<file path="src/rtl/nts_engine_arbiter_pkg.sv">
// Shared types and widths for the NTS engine arbiter.
// FSM state encoding and the widths of the statistics counters and the grant watchdog.
package nts_engine_arbiter_pkg;

    typedef enum logic [1:0] {
        ST_IDLE    = 2'd0,
        ST_GRANT   = 2'd1,
        ST_ACTIVE  = 2'd2,
        ST_RELEASE = 2'd3
    } state_t;

    localparam int PACKET_COUNT_W  = 32;
    localparam int ERROR_COUNT_W   = 16;
    localparam int TIMEOUT_COUNT_W = 16;
    localparam int WATCHDOG_W      = 8;

endpackage

</file>
<file path="src/rtl/nts_engine_arbiter_rr_select.sv">
// Combinational round-robin picker.
// Returns the first set bit of idle_mask_i at or after last_grant_i + 1, wrapping
// modulo ENGINES, as a one-hot vector, plus a flag saying whether any bit was set.
module nts_rr_select #(
    parameter int ENGINES = 4,
    parameter int IDX_W   = 2
) (
    input  logic [ENGINES-1:0] idle_mask_i,
    input  logic [IDX_W-1:0]   last_grant_i,
    output logic [ENGINES-1:0] choice_o,
    output logic               found_o
);

    logic [IDX_W:0] idx;

    // Walk the engines in priority order starting just after the last grant.
    always_comb begin
        choice_o = '0;
        found_o  = 1'b0;
        idx      = '0;
        for (int off = 1; off <= ENGINES; off++) begin
            idx = {1'b0, last_grant_i} + (IDX_W+1)'(off);
            if (idx >= (IDX_W+1)'(ENGINES)) begin
                idx = idx - (IDX_W+1)'(ENGINES);
            end
            if (!found_o && idle_mask_i[idx[IDX_W-1:0]]) begin
                choice_o[idx[IDX_W-1:0]] = 1'b1;
                found_o                  = 1'b1;
            end
        end
    end

endmodule

</file>
<file path="src/rtl/nts_engine_arbiter.sv">
// NTS engine arbiter: shares one dispatcher RX FIFO among ENGINES engines.
// An idle engine is chosen round-robin and owns the dispatcher for a whole packet;
// handshakes are routed only to it until its discard pulse (or busy drop) ends it.
// Optional feature macro: NTS_ENGINE_ARBITER_TIMEOUT_EN adds a grant watchdog that
// revokes a grant the engine never acknowledged with busy.
// Handshake: the dispatcher offers a packet with packet_available; the arbiter
// offers it to one engine, which pulls words with a one-cycle rd_en per word while
// fifo_empty is low, and finishes with a one-cycle read_discard pulse.
module nts_engine_arbiter
    import nts_engine_arbiter_pkg::*;
#(
    parameter int ENGINES        = 4,
    parameter int TIMEOUT_CYCLES = 16
) (
    input  logic                i_clk,
    input  logic                i_areset,
    output logic                o_busy,
    input  logic                i_dispatch_packet_available,
    output logic                o_dispatch_packet_read_discard,
    input  logic [7:0]          i_dispatch_data_valid,
    input  logic                i_dispatch_fifo_empty,
    output logic                o_dispatch_fifo_rd_en,
    input  logic [63:0]         i_dispatch_fifo_rd_data,
    input  logic [ENGINES-1:0]  i_engine_busy,
    output logic [ENGINES-1:0]  o_engine_packet_available,
    input  logic [ENGINES-1:0]  i_engine_packet_read_discard,
    output logic [7:0]          o_engine_data_valid,
    output logic [ENGINES-1:0]  o_engine_fifo_empty,
    input  logic [ENGINES-1:0]  i_engine_fifo_rd_en,
    output logic [63:0]         o_engine_fifo_rd_data,
    output logic [ENGINES-1:0]  o_grant,
    output logic [31:0]         o_packet_count,
    output logic [15:0]         o_error_count,
    output logic [15:0]         o_timeout_count,
    output logic [1:0]          o_dbg_state
);

    localparam int LG_W = (ENGINES > 1) ? $clog2(ENGINES) : 1;

    state_t                    state_q, state_d;
    logic [ENGINES-1:0]        grant_q, grant_d;
    logic [LG_W-1:0]           last_grant_q, last_grant_d;
    logic                      discard_q, discard_d;
    logic [PACKET_COUNT_W-1:0] packet_count_q, packet_count_d;
    logic [ERROR_COUNT_W-1:0]  error_count_q, error_count_d;

    logic [ENGINES-1:0]        rr_choice;
    logic                      rr_found;
    logic                      granted_busy;
    logic                      granted_discard;
    logic                      timeout_hit;

    function automatic logic [LG_W-1:0] oh_to_idx(input logic [ENGINES-1:0] oh);
        logic [LG_W-1:0] r;
        r = '0;
        for (int i = 0; i < ENGINES; i++) begin
            if (oh[i]) r = LG_W'(i);
        end
        return r;
    endfunction

    nts_rr_select #(
        .ENGINES (ENGINES),
        .IDX_W   (LG_W)
    ) u_rr_select (
        .idle_mask_i  (~i_engine_busy),
        .last_grant_i (last_grant_q),
        .choice_o     (rr_choice),
        .found_o      (rr_found)
    );

    // Only the granted engine's busy and discard matter; others are ignored.
    assign granted_busy    = |(i_engine_busy & grant_q);
    assign granted_discard = |(i_engine_packet_read_discard & grant_q);

`ifdef NTS_ENGINE_ARBITER_TIMEOUT_EN
    logic [WATCHDOG_W-1:0]      wd_q, wd_d;
    logic [TIMEOUT_COUNT_W-1:0] timeout_count_q, timeout_count_d;

    // Watchdog counts cycles spent in GRANT and restarts whenever GRANT is left.
    always_comb begin
        wd_d = '0;
        if (state_q == ST_GRANT) wd_d = wd_q + 1'b1;
        timeout_count_d = timeout_count_q;
        if (timeout_hit && (timeout_count_q != {TIMEOUT_COUNT_W{1'b1}})) begin
            timeout_count_d = timeout_count_q + 1'b1;
        end
    end

    assign timeout_hit = (state_q == ST_GRANT) && !granted_busy &&
                         (wd_q == WATCHDOG_W'(TIMEOUT_CYCLES - 1));

    // Watchdog and timeout statistics registers.
    always_ff @(posedge i_clk) begin
        if (i_areset) begin
            wd_q            <= '0;
            timeout_count_q <= '0;
        end else begin
            wd_q            <= wd_d;
            timeout_count_q <= timeout_count_d;
        end
    end

    assign o_timeout_count = timeout_count_q;
`else
    logic [31:0] unused_timeout_cycles;
    assign unused_timeout_cycles = 32'(TIMEOUT_CYCLES);
    assign timeout_hit           = 1'b0;
    assign o_timeout_count       = '0;
`endif

    // FSM state register; reset mid-packet drops the grant without any discard.
    always_ff @(posedge i_clk) begin
        if (i_areset) begin
            state_q <= ST_IDLE;
        end else begin
            state_q <= state_d;
        end
    end

    // FSM next-state logic.
    always_comb begin
        state_d = state_q;
        case (state_q)
            ST_IDLE: begin
                if (i_dispatch_packet_available && rr_found) state_d = ST_GRANT;
            end
            ST_GRANT: begin
                if (granted_busy)     state_d = ST_ACTIVE;
                else if (timeout_hit) state_d = ST_IDLE;
            end
            ST_ACTIVE: begin
                if (granted_discard || !granted_busy) state_d = ST_RELEASE;
            end
            ST_RELEASE: state_d = ST_IDLE;
            default:    state_d = ST_IDLE;
        endcase
    end

    // Grant, round-robin pointer, discard pulse and statistics next values.
    always_comb begin
        grant_d        = grant_q;
        last_grant_d   = last_grant_q;
        discard_d      = 1'b0;
        packet_count_d = packet_count_q;
        error_count_d  = error_count_q;
        case (state_q)
            ST_IDLE: begin
                if (i_dispatch_packet_available && rr_found) grant_d = rr_choice;
            end
            ST_GRANT: begin
                if (!granted_busy && timeout_hit) begin
                    grant_d      = '0;
                    last_grant_d = oh_to_idx(grant_q);
                end
            end
            ST_ACTIVE: begin
                // A discard in the same cycle as the busy drop is a normal completion.
                if (granted_discard) begin
                    discard_d = 1'b1;
                end else if (!granted_busy) begin
                    discard_d = 1'b1;
                    if (error_count_q != {ERROR_COUNT_W{1'b1}}) begin
                        error_count_d = error_count_q + 1'b1;
                    end
                end
            end
            ST_RELEASE: begin
                grant_d        = '0;
                last_grant_d   = oh_to_idx(grant_q);
                packet_count_d = packet_count_q + 1'b1;
            end
            default: ;
        endcase
    end

    // Datapath registers; last_grant starts at the top so engine 0 goes first.
    always_ff @(posedge i_clk) begin
        if (i_areset) begin
            grant_q        <= '0;
            last_grant_q   <= LG_W'(ENGINES - 1);
            discard_q      <= 1'b0;
            packet_count_q <= '0;
            error_count_q  <= '0;
        end else begin
            grant_q        <= grant_d;
            last_grant_q   <= last_grant_d;
            discard_q      <= discard_d;
            packet_count_q <= packet_count_d;
            error_count_q  <= error_count_d;
        end
    end

    // FSM outputs: routing of the dispatcher handshake to the granted engine.
    always_comb begin
        o_busy                    = (&i_engine_busy) || (state_q != ST_IDLE);
        o_engine_packet_available = '0;
        o_dispatch_fifo_rd_en     = 1'b0;
        if ((state_q == ST_GRANT) || (state_q == ST_ACTIVE)) begin
            o_engine_packet_available = grant_q & {ENGINES{i_dispatch_packet_available}};
            o_dispatch_fifo_rd_en     = |(i_engine_fifo_rd_en & grant_q);
        end
        o_engine_fifo_empty = ~grant_q | {ENGINES{i_dispatch_fifo_empty}};
    end

    assign o_dispatch_packet_read_discard = discard_q;
    assign o_engine_data_valid            = i_dispatch_data_valid;
    assign o_engine_fifo_rd_data          = i_dispatch_fifo_rd_data;
    assign o_grant                        = grant_q;
    assign o_packet_count                 = packet_count_q;
    assign o_error_count                  = error_count_q;
    assign o_dbg_state                    = state_q;

endmodule
</file>
<file path="config.mk">
export PLATFORM = sky130hd
export DESIGN_NAME = nts_engine_arbiter
export DESIGN_NICKNAME = d
export VERILOG_FILES = /design/src/rtl/nts_engine_arbiter_pkg.sv /design/src/rtl/nts_engine_arbiter_rr_select.sv /design/src/rtl/nts_engine_arbiter.sv
export SDC_FILE = /design/constraint.sdc
export NUM_CORES = 1
export LEC_CHECK = 0
export CAP_MARGIN = 10
export CORE_UTILIZATION = 36
export DETAILED_ROUTE_END_ITERATION = 8
export GPL_ROUTABILITY_DRIVEN = 0
export PLACE_DENSITY = 0.79
export SYNTH_ARGS = -nofsm -noshare
export SYNTH_HDL_FRONTEND = slang
export SYNTH_SLANG_ARGS = --single-unit
</file>
<file path="constraint.sdc">
create_clock -name i_clk -period 2.6 [get_ports i_clk]
set_clock_uncertainty 0.1 [all_clocks]
set_input_delay 0.52 -clock i_clk [delete_from_list [all_inputs] [get_ports i_clk]]
set_output_delay 0.52 -clock i_clk [all_outputs]
set_load 0.01 [all_outputs]
</file>
==> flow_results.org <==
** Place
- Once placement finished, the instance area stood at 4280 um2.
- Placed Cells :: 611
- Buffers placed on the I/O ports in this run total 80.
- Prior to clock tree synthesis, the placed netlist has a worst setup slack of -0.0147 ns.
- Estimated wirelength of the detail-placed design :: 6.92 mm

** GRT
- In the global route stage, met3 resource usage came out at 0.0595.
- The number of global-route vias before repair came to 3085.
- First-pass GRT wire length :: 14.7 mm
- Number of antenna violations at the first check in global routing :: 0
- GRT Total Usage :: 0.162
- Met2 global-route usage :: 0.273
- Met1 Resource Use GR :: 0.180
- Global routing finished with a remaining overflow of 0.
- met2 is the most crowded layer.
- Largest net degree at the start of global routing :: 35

** Timing
- Worst hold margin :: 0.394 ns
- At the pin with the least slew margin, the transition time is 0.586 ns.
- Based on the critical path, the design can be clocked at up to 399 MHz.
- Endpoints failing hold :: 0
- Period utilisation layout :: 0.965
- Setup TNS :: 0 ns
- In this run the tightest slew margin relative to its limit is 0.608.
- Setup repair after global routing left no endpoint under its margin.
- Across all setup checks in the final design, the least slack found is 0.0918 ns.
- Setup violations remaining at the end of the flow were counted as 0.
- The worst path needs 2.51 ns of the cycle, external delays included.
- Final-report max-slew violation count :: 0

** Power
- Static Leakage :: 1.70 nW
- Worst ir drop on vdd :: 369 uV
- Total power :: 2.44 mW
- Pwr Density :: 548 nW/um2

** Floorplan
- Die width :: 106 um
- The initial utilization of the core area, before any placement, comes to 0.374.
- Area of the core :: 10400 um2
- The die covers 11200 um2.
- In this run the core area contains 37 standard-cell rows.
- Pin placement for this block handled 241 I/O pins.
- In this run the vertical extent of the chip is 106 um.

** Clocking
- After clock tree synthesis, the setup repair step added 0 buffers.
- Clock tree from TritonCTS :: done
- Insertion delay of the later-clocked pin in the worst-skew pair :: 0.33 ns
- After clock tree synthesis, the clock-pin slew on the worst setup and hold paths is 0.07 ns.
- Post-CTS repair changed the size of 0 cells.
- Clock tree synthesis found a total of 57 sinks.
- The root buffer cell chosen for the clock tree is clkbuf_8.
- TritonCTS Buffers :: 9
- The number of hold buffers added after CTS was 0.
- In this run the number of H-tree levels came out at 3.
- The longest clock path from root to sink contains 2 buffers.

** Critical path
- Grouping stages by cell kind, the critical path spends the most delay in buffers and inverters.
- Traced cell by cell, the critical path runs through clkdlybuf4s50_1, nand4_1, nand2_1, clkdlybuf4s50_1.
- Highest cell delay on the worst timing path :: 0.55 ns
- Of all nets on the critical path, the largest fanout is 3.
- By startpoint and endpoint, the worst setup path is classified as in -> out.
- Data required time at the worst endpoint :: 1.98 ns
- Among all stages on the critical path, the largest delay is contributed by clkdlybuf4s50_1.
- Buf/Inv on CP :: 2
- Counting stages on the worst path, the most repeated cell is clkdlybuf4s50_1.
- STA classifies the critical path endpoint as an output port.
- STA puts the critical path data arrival time at 1.89 ns.
- Setup crit start kind :: input port

** Yosys
- The mapped netlist covers 3890 um2.
- For this run, the register share of the synthesized area comes to 0.293.
- The synthesized design contains 57 register bits.
- Top cells by count, synth :: buf_4, dfxtp_1, nor2_1
- For this run, asynchronously set or reset flops after synthesis account for 0.
- The Yosys step of the flow raised 0 warnings.
- Post-synth EDFFs :: 0
- The largest total area in the synthesized netlist belongs to dfxtp_1.
- Sorting the synthesized cells by area gives the leading types as dfxtp_1, buf_4, ha_1.
- Prevailing post-synth register cell :: dfxtp_1
- Counting every instance in the synthesized netlist gives 470.
- Number of distinct library cells after synthesis :: 53
- Of the post-synthesis cell area, the dominant cell type holds 0.293.
- Dividing the synthesized area by the synthesized cell count gives 8.28 um2.
- In the post-synthesis netlist, the cell with the most instances is buf_4.

** Outcome
- Run status :: complete, no violations

** Route
- Post-route antenna net violation count :: 0
- The routed layout has 3260 vias.
- DR DRC count :: 0
- Via/cell ratio :: 5.22
- Dividing the detail-routed wire length by the instance count gives 14.6 um.
- Detailed Routing Iterations Pass 1 :: 5
- After the first detailed-routing iteration, the DRC count stood at 108.
- Wires add up to 9.13 mm.

** Final layout
- The finished layout holds 625 standard cells, fillers aside.
- Layout net count :: 588
- Once layout is complete, the utilization of the core stands at 0.428.
- The repair_antennas step left the layout with diodes totalling 0.
- Area grow syn2layout :: 14.5%
- Of the cells placed in the final design, the portion with a size suffix greater than 1 is 0.100.
- Post-route cell area :: 4460 um2

** Run
- Max Cap Violations :: 0

** Min path
- Hold WC Path Type :: reg -> reg
==> area by class of cell <==
| cell class | count | area (um2) |
|---|---|---|
| clock inverter | 3 | 17.5 |
| inverter | 11 | 41.3 |
| sequential | 57 | 1140 |
| tap | 136 | 170 |
| multi-input combinational | 310 | 2010 |
| clock buffer | 11 | 151 |
| timing repair buffer | 97 | 926 |
| fill | 1046 | 5960 |
==> final timing paths <==
check	start	to	slack (ns)	cells past startpoint
max	i_engine_busy[3]	o_busy	0.09	4
min	o_packet_count[31]	o_packet_count[31]	0.39	2
max reg2reg	last_grant_q[1]	o_grant[1]	0.31	7
min reg2reg	o_packet_count[31]	o_packet_count[31]	0.39	2
==> flip-flops by register name, summed over array words and instances (netlist names) <==
signal,count
o_packet_count,32
o_error_count,16
o_grant,4
last_grant_q,2
o_dbg_state,2
o_dispatch_packet_read_discard,1
==> layer usage <==
| metal | part of all wire | vias to the layer above |
|---|---|---|
| met1 | 0.40 | 1508 |
| met4 | 0.040 | 0 |
| li1 | - | 1592 |
| met5 | 0 | - |
| met2 | 0.49 | 114 |
| met3 | 0.071 | 46 |
==> kinds of logic (layout without fill, tap and decap cells) <==
kind of cell | Yosys count | after routing | synth area share
AO/OA/AOI/OAI | 69 | 69 | 0.119
XOR/XNOR | 25 | 25 | 0.0563
adder cells (fa/ha/maj) | 14 | 14 | 0.0450
buffers and inverters | 118 | 122 | 0.205
flip-flops | 57 | 57 | 0.293
multiplexers | 8 | 8 | 0.0254
other | 1 | 16 | 0.000964
AND/OR/NAND/NOR | 178 | 178 | 0.255
==> report_power, final <==
part / total (mW) / leakage [nW] / internal, mW / switching (mW)
clock network: 0.722 / 0.0871 / 0.384 / 0.338
logic: 0.743 / 1.15 / 0.356 / 0.387
registers: 0.980 / 0.460 / 0.918 / 0.0616
total: 2.44 / 1.70 / 1.66 / 0.787
==> worst min-delay path: stages, from the launching register on <==
cell     delay [ns]
dfxtp_1        0.32
o21ai_0        0.07
a21oi_1        0.06
==> cells in the final DEF (no fill, tap or decap), types with 5 or more instances in the layout <==
cell,n
buf_4,17
inv_1,11
nand2_1,24
o21ai_0,17
xnor2_1,5
ha_1,13
and3_1,15
clkdlybuf4s50_1,78
conb_1,16
dfxtp_1,57
or3_1,12
and4_1,8
clkbuf_8,11
nor3_1,5
nor3b_1,6
nand3_1,29
xor2_1,20
nand4_1,19
nor2b_1,5
mux2i_1,5
a21oi_1,22
nor2_1,34
Power figures use the tool's default switching activity.
